## config.mk

```make
export PLATFORM = sky130hd
export DESIGN_NAME = bin_to_bcd_seq
export DESIGN_NICKNAME = d
export VERILOG_FILES = /design/src/rtl/bin_to_bcd_seq.sv
export SDC_FILE = /design/constraint.sdc
export NUM_CORES = 1
export LEC_CHECK = 0
export CAP_MARGIN = 20
export CORE_MARGIN = 1.5
export CORE_UTILIZATION = 54
export CTS_BUF_LIST = sky130_fd_sc_hd__clkbuf_8 sky130_fd_sc_hd__clkbuf_16
export DETAILED_ROUTE_END_ITERATION = 7
export PLACE_DENSITY_LB_ADDON = 0.15
export SYNTH_ARGS = -nofsm -noshare
export SYNTH_HDL_FRONTEND = slang
export SYNTH_SLANG_ARGS = --single-unit
```

## constraint.sdc

```tcl
create_clock -name clk -period 1.8 [get_ports clk]
set_input_delay 0.54 -clock clk [delete_from_list [all_inputs] [get_ports clk]]
set_output_delay 0.54 -clock clk [all_outputs]
set_load 0.02 [all_outputs]
```

## src/rtl/bin_to_bcd_seq.sv

```systemverilog
// Sequential shift-and-add-3 binary to BCD converter, one bit per clock.
// Define BTD_BLANK_EN to blank leading zero digits with 4'hF.
module bin_to_bcd_seq #(
  parameter int WIDTH  = 14,
  parameter int DIGITS = 4
) (
  input  logic                  clk,
  input  logic                  rst,
  input  logic                  in_valid,
  input  logic [WIDTH-1:0]      in_data,
  output logic                  in_ready,
  output logic [4*DIGITS-1:0]   bcd_out,
  output logic                  overflow,
  output logic                  out_valid
);

  localparam int AW = 4 * DIGITS;

  localparam logic [0:0] S_IDLE  = 1'b0;
  localparam logic [0:0] S_SHIFT = 1'b1;

  function automatic logic [63:0] pow10(input int n);
    logic [63:0] p;
    p = 64'd1;
    for (int i = 0; i < n; i++) p = p * 64'd10;
    return p;
  endfunction

  localparam logic [63:0] P10  = pow10(DIGITS);
  localparam logic [63:0] VMAX = (64'd1 << WIDTH) - 64'd1;
  localparam logic        OVF_EN = (P10 <= VMAX);

  function automatic logic [AW-1:0] add3(input logic [AW-1:0] v);
    logic [AW-1:0] r;
    logic [3:0]    d;
    r = v;
    for (int k = 0; k < DIGITS; k++) begin
      d = v[4*k +: 4];
      r[4*k +: 4] = (d >= 4'd5) ? d + 4'd3 : d;
    end
    return r;
  endfunction

  function automatic logic [AW-1:0] fmt(input logic [AW-1:0] v);
    logic [AW-1:0] r;
    r = v;
`ifdef BTD_BLANK_EN
    begin
      logic lead;
      lead = 1'b1;
      for (int k = DIGITS - 1; k >= 1; k--) begin
        if (lead && v[4*k +: 4] == 4'd0) r[4*k +: 4] = 4'hF;
        else lead = 1'b0;
      end
    end
`endif
    return r;
  endfunction

  logic [0:0]       state_q, state_d;
  logic [5:0]       cnt_q, cnt_d;
  logic [WIDTH-1:0] sr_q, sr_d;
  logic [AW-1:0]    acc_q, acc_d;
  logic             ovfc_q, ovfc_d;
  logic [AW-1:0]    bcd_q, bcd_d;
  logic             ovf_q, ovf_d;
  logic             vld_q, vld_d;
  logic [AW-1:0]    adj;
  logic [AW-1:0]    acc_sh;

  always_comb begin
    state_d = state_q;
    cnt_d   = cnt_q;
    sr_d    = sr_q;
    acc_d   = acc_q;
    ovfc_d  = ovfc_q;
    bcd_d   = bcd_q;
    ovf_d   = ovf_q;
    vld_d   = 1'b0;
    adj     = add3(acc_q);
    acc_sh  = {adj[AW-2:0], sr_q[WIDTH-1]};
    case (state_q)
      S_IDLE: begin
        if (in_valid) begin
          sr_d    = in_data;
          acc_d   = '0;
          cnt_d   = 6'(WIDTH);
          ovfc_d  = OVF_EN && (64'(in_data) >= P10);
          state_d = S_SHIFT;
        end
      end
      S_SHIFT: begin
        acc_d = acc_sh;
        sr_d  = sr_q << 1;
        cnt_d = cnt_q - 6'd1;
        // last shift publishes the result straight from the adder path
        if (cnt_q == 6'd1) begin
          bcd_d   = fmt(acc_sh);
          ovf_d   = ovfc_q;
          vld_d   = 1'b1;
          state_d = S_IDLE;
        end
      end
      default: state_d = S_IDLE;
    endcase
  end

  always_ff @(posedge clk) begin
    if (rst) begin
      state_q <= S_IDLE;
      cnt_q   <= '0;
      sr_q    <= '0;
      acc_q   <= '0;
      ovfc_q  <= 1'b0;
      bcd_q   <= '0;
      ovf_q   <= 1'b0;
      vld_q   <= 1'b0;
    end else begin
      state_q <= state_d;
      cnt_q   <= cnt_d;
      sr_q    <= sr_d;
      acc_q   <= acc_d;
      ovfc_q  <= ovfc_d;
      bcd_q   <= bcd_d;
      ovf_q   <= ovf_d;
      vld_q   <= vld_d;
    end
  end

  assign in_ready  = (state_q == S_IDLE);
  assign bcd_out   = bcd_q;
  assign overflow  = ovf_q;
  assign out_valid = vld_q;

endmodule
```

* After elaboration in Yosys (flattened, before gate mapping)
Cells that the tools add are included.
Operators by class: bitwise logic cells 1, mux-type cells 14, reduce and logical (&&, ||, !) cells 3, add/subtract/negate cells 5, equality and inequality tests 2, magnitude comparators 5
Operator list (count):
- $pmux 16 s2 | 1
- $pmux 14 s2 | 1
- $ge 4x3->1 const B | 4
- $mux 16 | 1
- $ge 14x14->1 const B | 1
- $mux 14 | 1
- $add 4x2->4 const B | 3
- $mux 4 | 3
- $pmux 6 s2 | 1
- $eq 6x1->1 const B | 1
- $mux 6 | 1
- $sub 6x1->6 const B | 1
- $reduce_and 2->1 | 2
- $add 3x2->3 const B | 1
- $mux 1 | 3
- $mux 3 | 1
- $ne 2x2->1 const B | 1
- $pmux 1 s2 | 1
- $reduce_or 2->1 | 1
- $not 1->1 | 1
Word-level totals: input port bits 17, logic and storage cells 38, output and inout bits 19, register bits after elaboration 56

* Depth between registers and ports, before layout
word-level depth 3, depth in mapped cells 7, gate-level depth less buffers 6

* Least setup slack after synthesis
OpenSTA, ideal clock, no wires.
path type input-to-reg, start input in_valid, end register sr_q[10], cell stages on the path 6, setup time 0.128 ns, required time 1.672 ns, data arrival time 1.394 ns, slack 0.278 ns, buffers on the path 2, cells stage by stage buf_2 -> buf_2 -> mux2i_1 -> nor2_1 -> a21oi_1 -> nor2_1
On the way: word-level cells in the longest chain between the ends 1
Ends and longest elaborated chain:
- start, declared | line 9 | input logic in_valid,
- $ne 2x2->1 (no line)
- end signal, assigned | line 121 | sr_q <= sr_d;
- end, declared | line 62 | logic [WIDTH-1:0] sr_q, sr_d;
No other way between the ends. A chain may end at the register's enable or synchronous reset.

* Worst setup path in the final report
start input in_valid, end register sr_q[1]
Same word-level chain as after synthesis.

==> summary.md <==
| Metric | Value |
|---|---|
| Worst Path Required | `2.00 ns` |
| CTS tree | `built` |
| Grt total ovfl | `0` |
| Initial antenna violation count | `0` |
| Cell Count Post-Placement | `375` |
| XOR/XNOR Fraction of Synth Area | `1.35%` |
| Post-synth EDFFs | `0` |
| Vias per std cell | `5.56` |
| Synthesized flop and latch total | `56` |
| Worst Clk Skew | `0.00933 ns` |
| Crit Path Max Fanout | `15` |
| Most frequent cell after synthesis | `dfxtp_1` |
| Status | `finished clean` |
| Synthesized area | `2590 µm²` |
| RSZ-0062 raised after global routing | `no` |
| Overall Power | `2390 µW` |
| GP Congestion | `0.760` |
| Pre-CTS setup slack | `-0.184 ns` |
| Final Hold Viols | `0` |
| Buffers on Ports | `35` |
| Top-area cell type share of the netlist area | `43.3%` |
| Max Freq | `0.609 GHz` |
| Worst EP arrival | `1.84 ns` |
| First-pass GRT wire length | `9520 µm` |
| Final std cells w/o fill | `383` |
| Worst setup margin | `0.159 ns` |
| Ys flop type | `dfxtp_1` |
| Avg Synthesized Cell Area | `8.93 µm²` |
| Synth Area in Compound Gates | `17.2%` |
| Slew headroom | `76.2%` |
| CTS Sinks | `56` |
| DR iter-0 viols | `105` |
| Mapped Nets | `~320` |
| Clock Latency Late Sink | `between 0.3 and 0.4 ns` |
| Vias in the first global route | `2,151` |
| Synth-to-Final Area Change | `21.0%` |
| H-tree level count | `2` |
| Crit share post-route | `91.2%` |
| Power Density | `763 nW/µm²` |
| Clk buf depth | `2` |
| Asr flop ratio synth | `0%` |
| Yosys Warn Count | `0` |
| Synth area leader | `dfxtp_1` |
| Pins Over Slew Limit | `0` |
| Synth Area in Adders | `4.83%` |
| VDD IR-drop max | `0.452 mV` |
| Top post-synthesis cells by count | `dfxtp_1 (56), nor2_1 (42), a21oi_1 (26)` |
| Core ar. | `roughly 4700 µm²` |
| Proportion of synthesized area in mux cells | `8.36%` |
| Die W | `a little over 70 µm` |
| Post-synthesis sequential area ratio | `approximately 43%` |
| Clock buffer count from CTS | `5` |
| WS Path Type | `input pin to flop` |
| Netlist cell types | `35` |
| Clock slew seen by the registers of the worst setup and hold paths | `0.10 ns` |
| DRT Wirelength | `~5300 µm` |
| # diodes | `0` |
| Max-Cap Viols | `0` |
| # DRC | `0` |
| Worst Setup End Kind | `flop` |
| Least-Margin Pin Slew | `0.357 ns` |
| Overall Global Routing Usage | `a little under a quarter` |
| Routed WL per cell | `13.7 µm` |
| HP Class | `flop to flop` |
| Core Rows | `25` |
| Count of final setup violators | `0` |
| Routed Antenna Nets | `0` |
| Area contributors post-synth | `dfxtp_1 (43%), mux2i_1 (6.2%), nor2_1 (6.1%), a21oi_1 (5.0%), ha_1 (4.8%)` |
| Die height | `72.2 µm` |
| CP Launch Type | `input pin` |
| Share of post-route cells with drive strength above 1 | `11.6%` |
| Final core utilization | `67.2%` |
| Number of detailed-route iterations in the first pass | `4` |
| Clk root buf | `clkbuf_8` |
| Largest net degree at the start of global routing | `40` |
| I/O pin count | `36` |
| Leak pwr | `0.00129 µW` |
| Setup TNS | `0 ns` |
| Nets | `355` |
| Die ar. | `around 5200 µm²` |
| Largest family of logic cells by synthesized area | `simple AND/OR/NAND/NOR gates` |
| Via count | `2,130` |
| Tmin final | `1.64 ns` |
| Mapped Cells | `290` |
| Initial cell density of the core | `55.5%` |
| Final HPWL DP | `3720 µm` |
| Simple-Gate Fraction of Synth Area | `18.5%` |
| Setup repair bufs after CTS | `0` |
-- final cells by class --
| class | instances | area [µm²] |
|---|---|---|
| clock buffers | 5 | 68.8 |
| clock inverters | 3 | 38.8 |
| fillers | 423 | 1530 |
| inverters | 17 | 63.8 |
| multi-input cells | 198 | 1310 |
| flip-flops and latches | 56 | 1120 |
| well taps | 54 | 67.6 |
| repair buffers | 50 | 463 |
-- registers in the layout, indices dropped and copies added (netlist names) --
name and cells:
ovfc_q 1, acc_q 16, state_q 1, bcd_out 16, sr_q 14, out_valid 1, cnt_q 6, overflow 1
-- placed cells by master, fill, tap and decap left out, types with 2 or more instances in the layout --
cell | Yosys | layout
dfxtp_1 | 56 | 56
nor2_1 | 42 | 42
a21oi_1 | 26 | 24
inv_1 | 16 | 17
nand2b_1 | 17 | 17
mux2i_1 | 16 | 16
clkdlybuf4s50_1 | 0 | 16
dlygate4sd2_1 | 0 | 16
buf_4 | 2 | 14
nand2_1 | 11 | 11
o32ai_1 | 11 | 11
nor3_1 | 10 | 10
ha_1 | 10 | 10
o22ai_1 | 8 | 8
a311oi_1 | 7 | 7
o21ai_0 | 7 | 7
nand3_1 | 6 | 6
mux2_2 | 5 | 5
clkbuf_8 | 0 | 5
xnor2_1 | 4 | 4
nor3b_1 | 3 | 3
nor2_2 | 3 | 3
a211oi_2 | 3 | 3
dlymetal6s2s_1 | 0 | 3
a21oi_2 | 0 | 2
-- per-stage QoR --
| step | hold slack, ns | instance area, µm² |
|---|---|---|
| 2_1_floorplan | 0.454 | 2590 |
| 3_3_place_gp | 0.469 | 3030 |
| 3_5_place_dp | 0.477 | 3030 |
| 4_1_cts | 0.495 | 3120 |
| 5_1_grt | 0.516 | 3130 |
| 6_report | 0.489 | 3130 |
-- routing by layer --
metal	vias up	share of wire, %	GRT usage, %	wire length, µm
li1	1089	-	-	-
met2	37	50	38.7	2620
met5	-	0	0	0
met1	999	46	29.6	2390
met3	5	3.6	3.47	188
met4	0	1.0	8.18	53
-- worst max-delay path, stage by stage --
cell and delay (ns):
clkdlybuf4s50_1 0.63, buf_12 0.20, mux2i_1 0.21, nor2_1 0.06, a21oi_1 0.14, nor2_1 0.05
-- report_power, final --
part	internal (µW)	switching (µW)
sequential	1280	30.4
combinational	130	145
clock	408	400
total	1820	575
-- path summary, 6_finish.rpt --
check | from | endpoint | slack [ns] | cells after the start
hold reg to reg | bcd_out[1] | bcd_out[1] | 0.49 | 2
hold / removal | bcd_out[1] | bcd_out[1] | 0.49 | 2
setup reg to reg | acc_q[8] | bcd_out[10] | 0.18 | 6
setup / recovery | in_valid | sr_q[1] | 0.16 | 6
-- cell families after synthesis --
kind of cell | count (synthesis)
compound gates | 66
xor+xnor | 4
fa+ha+maj | 10
buf+inv | 36
flops | 56
mux | 21
simple gates | 97
-- timing repair --
item	in CTS	in global routing
cloned	0	0
endpoints found under the setup margin	16	5
gates resized for setup	16	5
hold buffers	0	0
(Power assumes the default switching activity.)
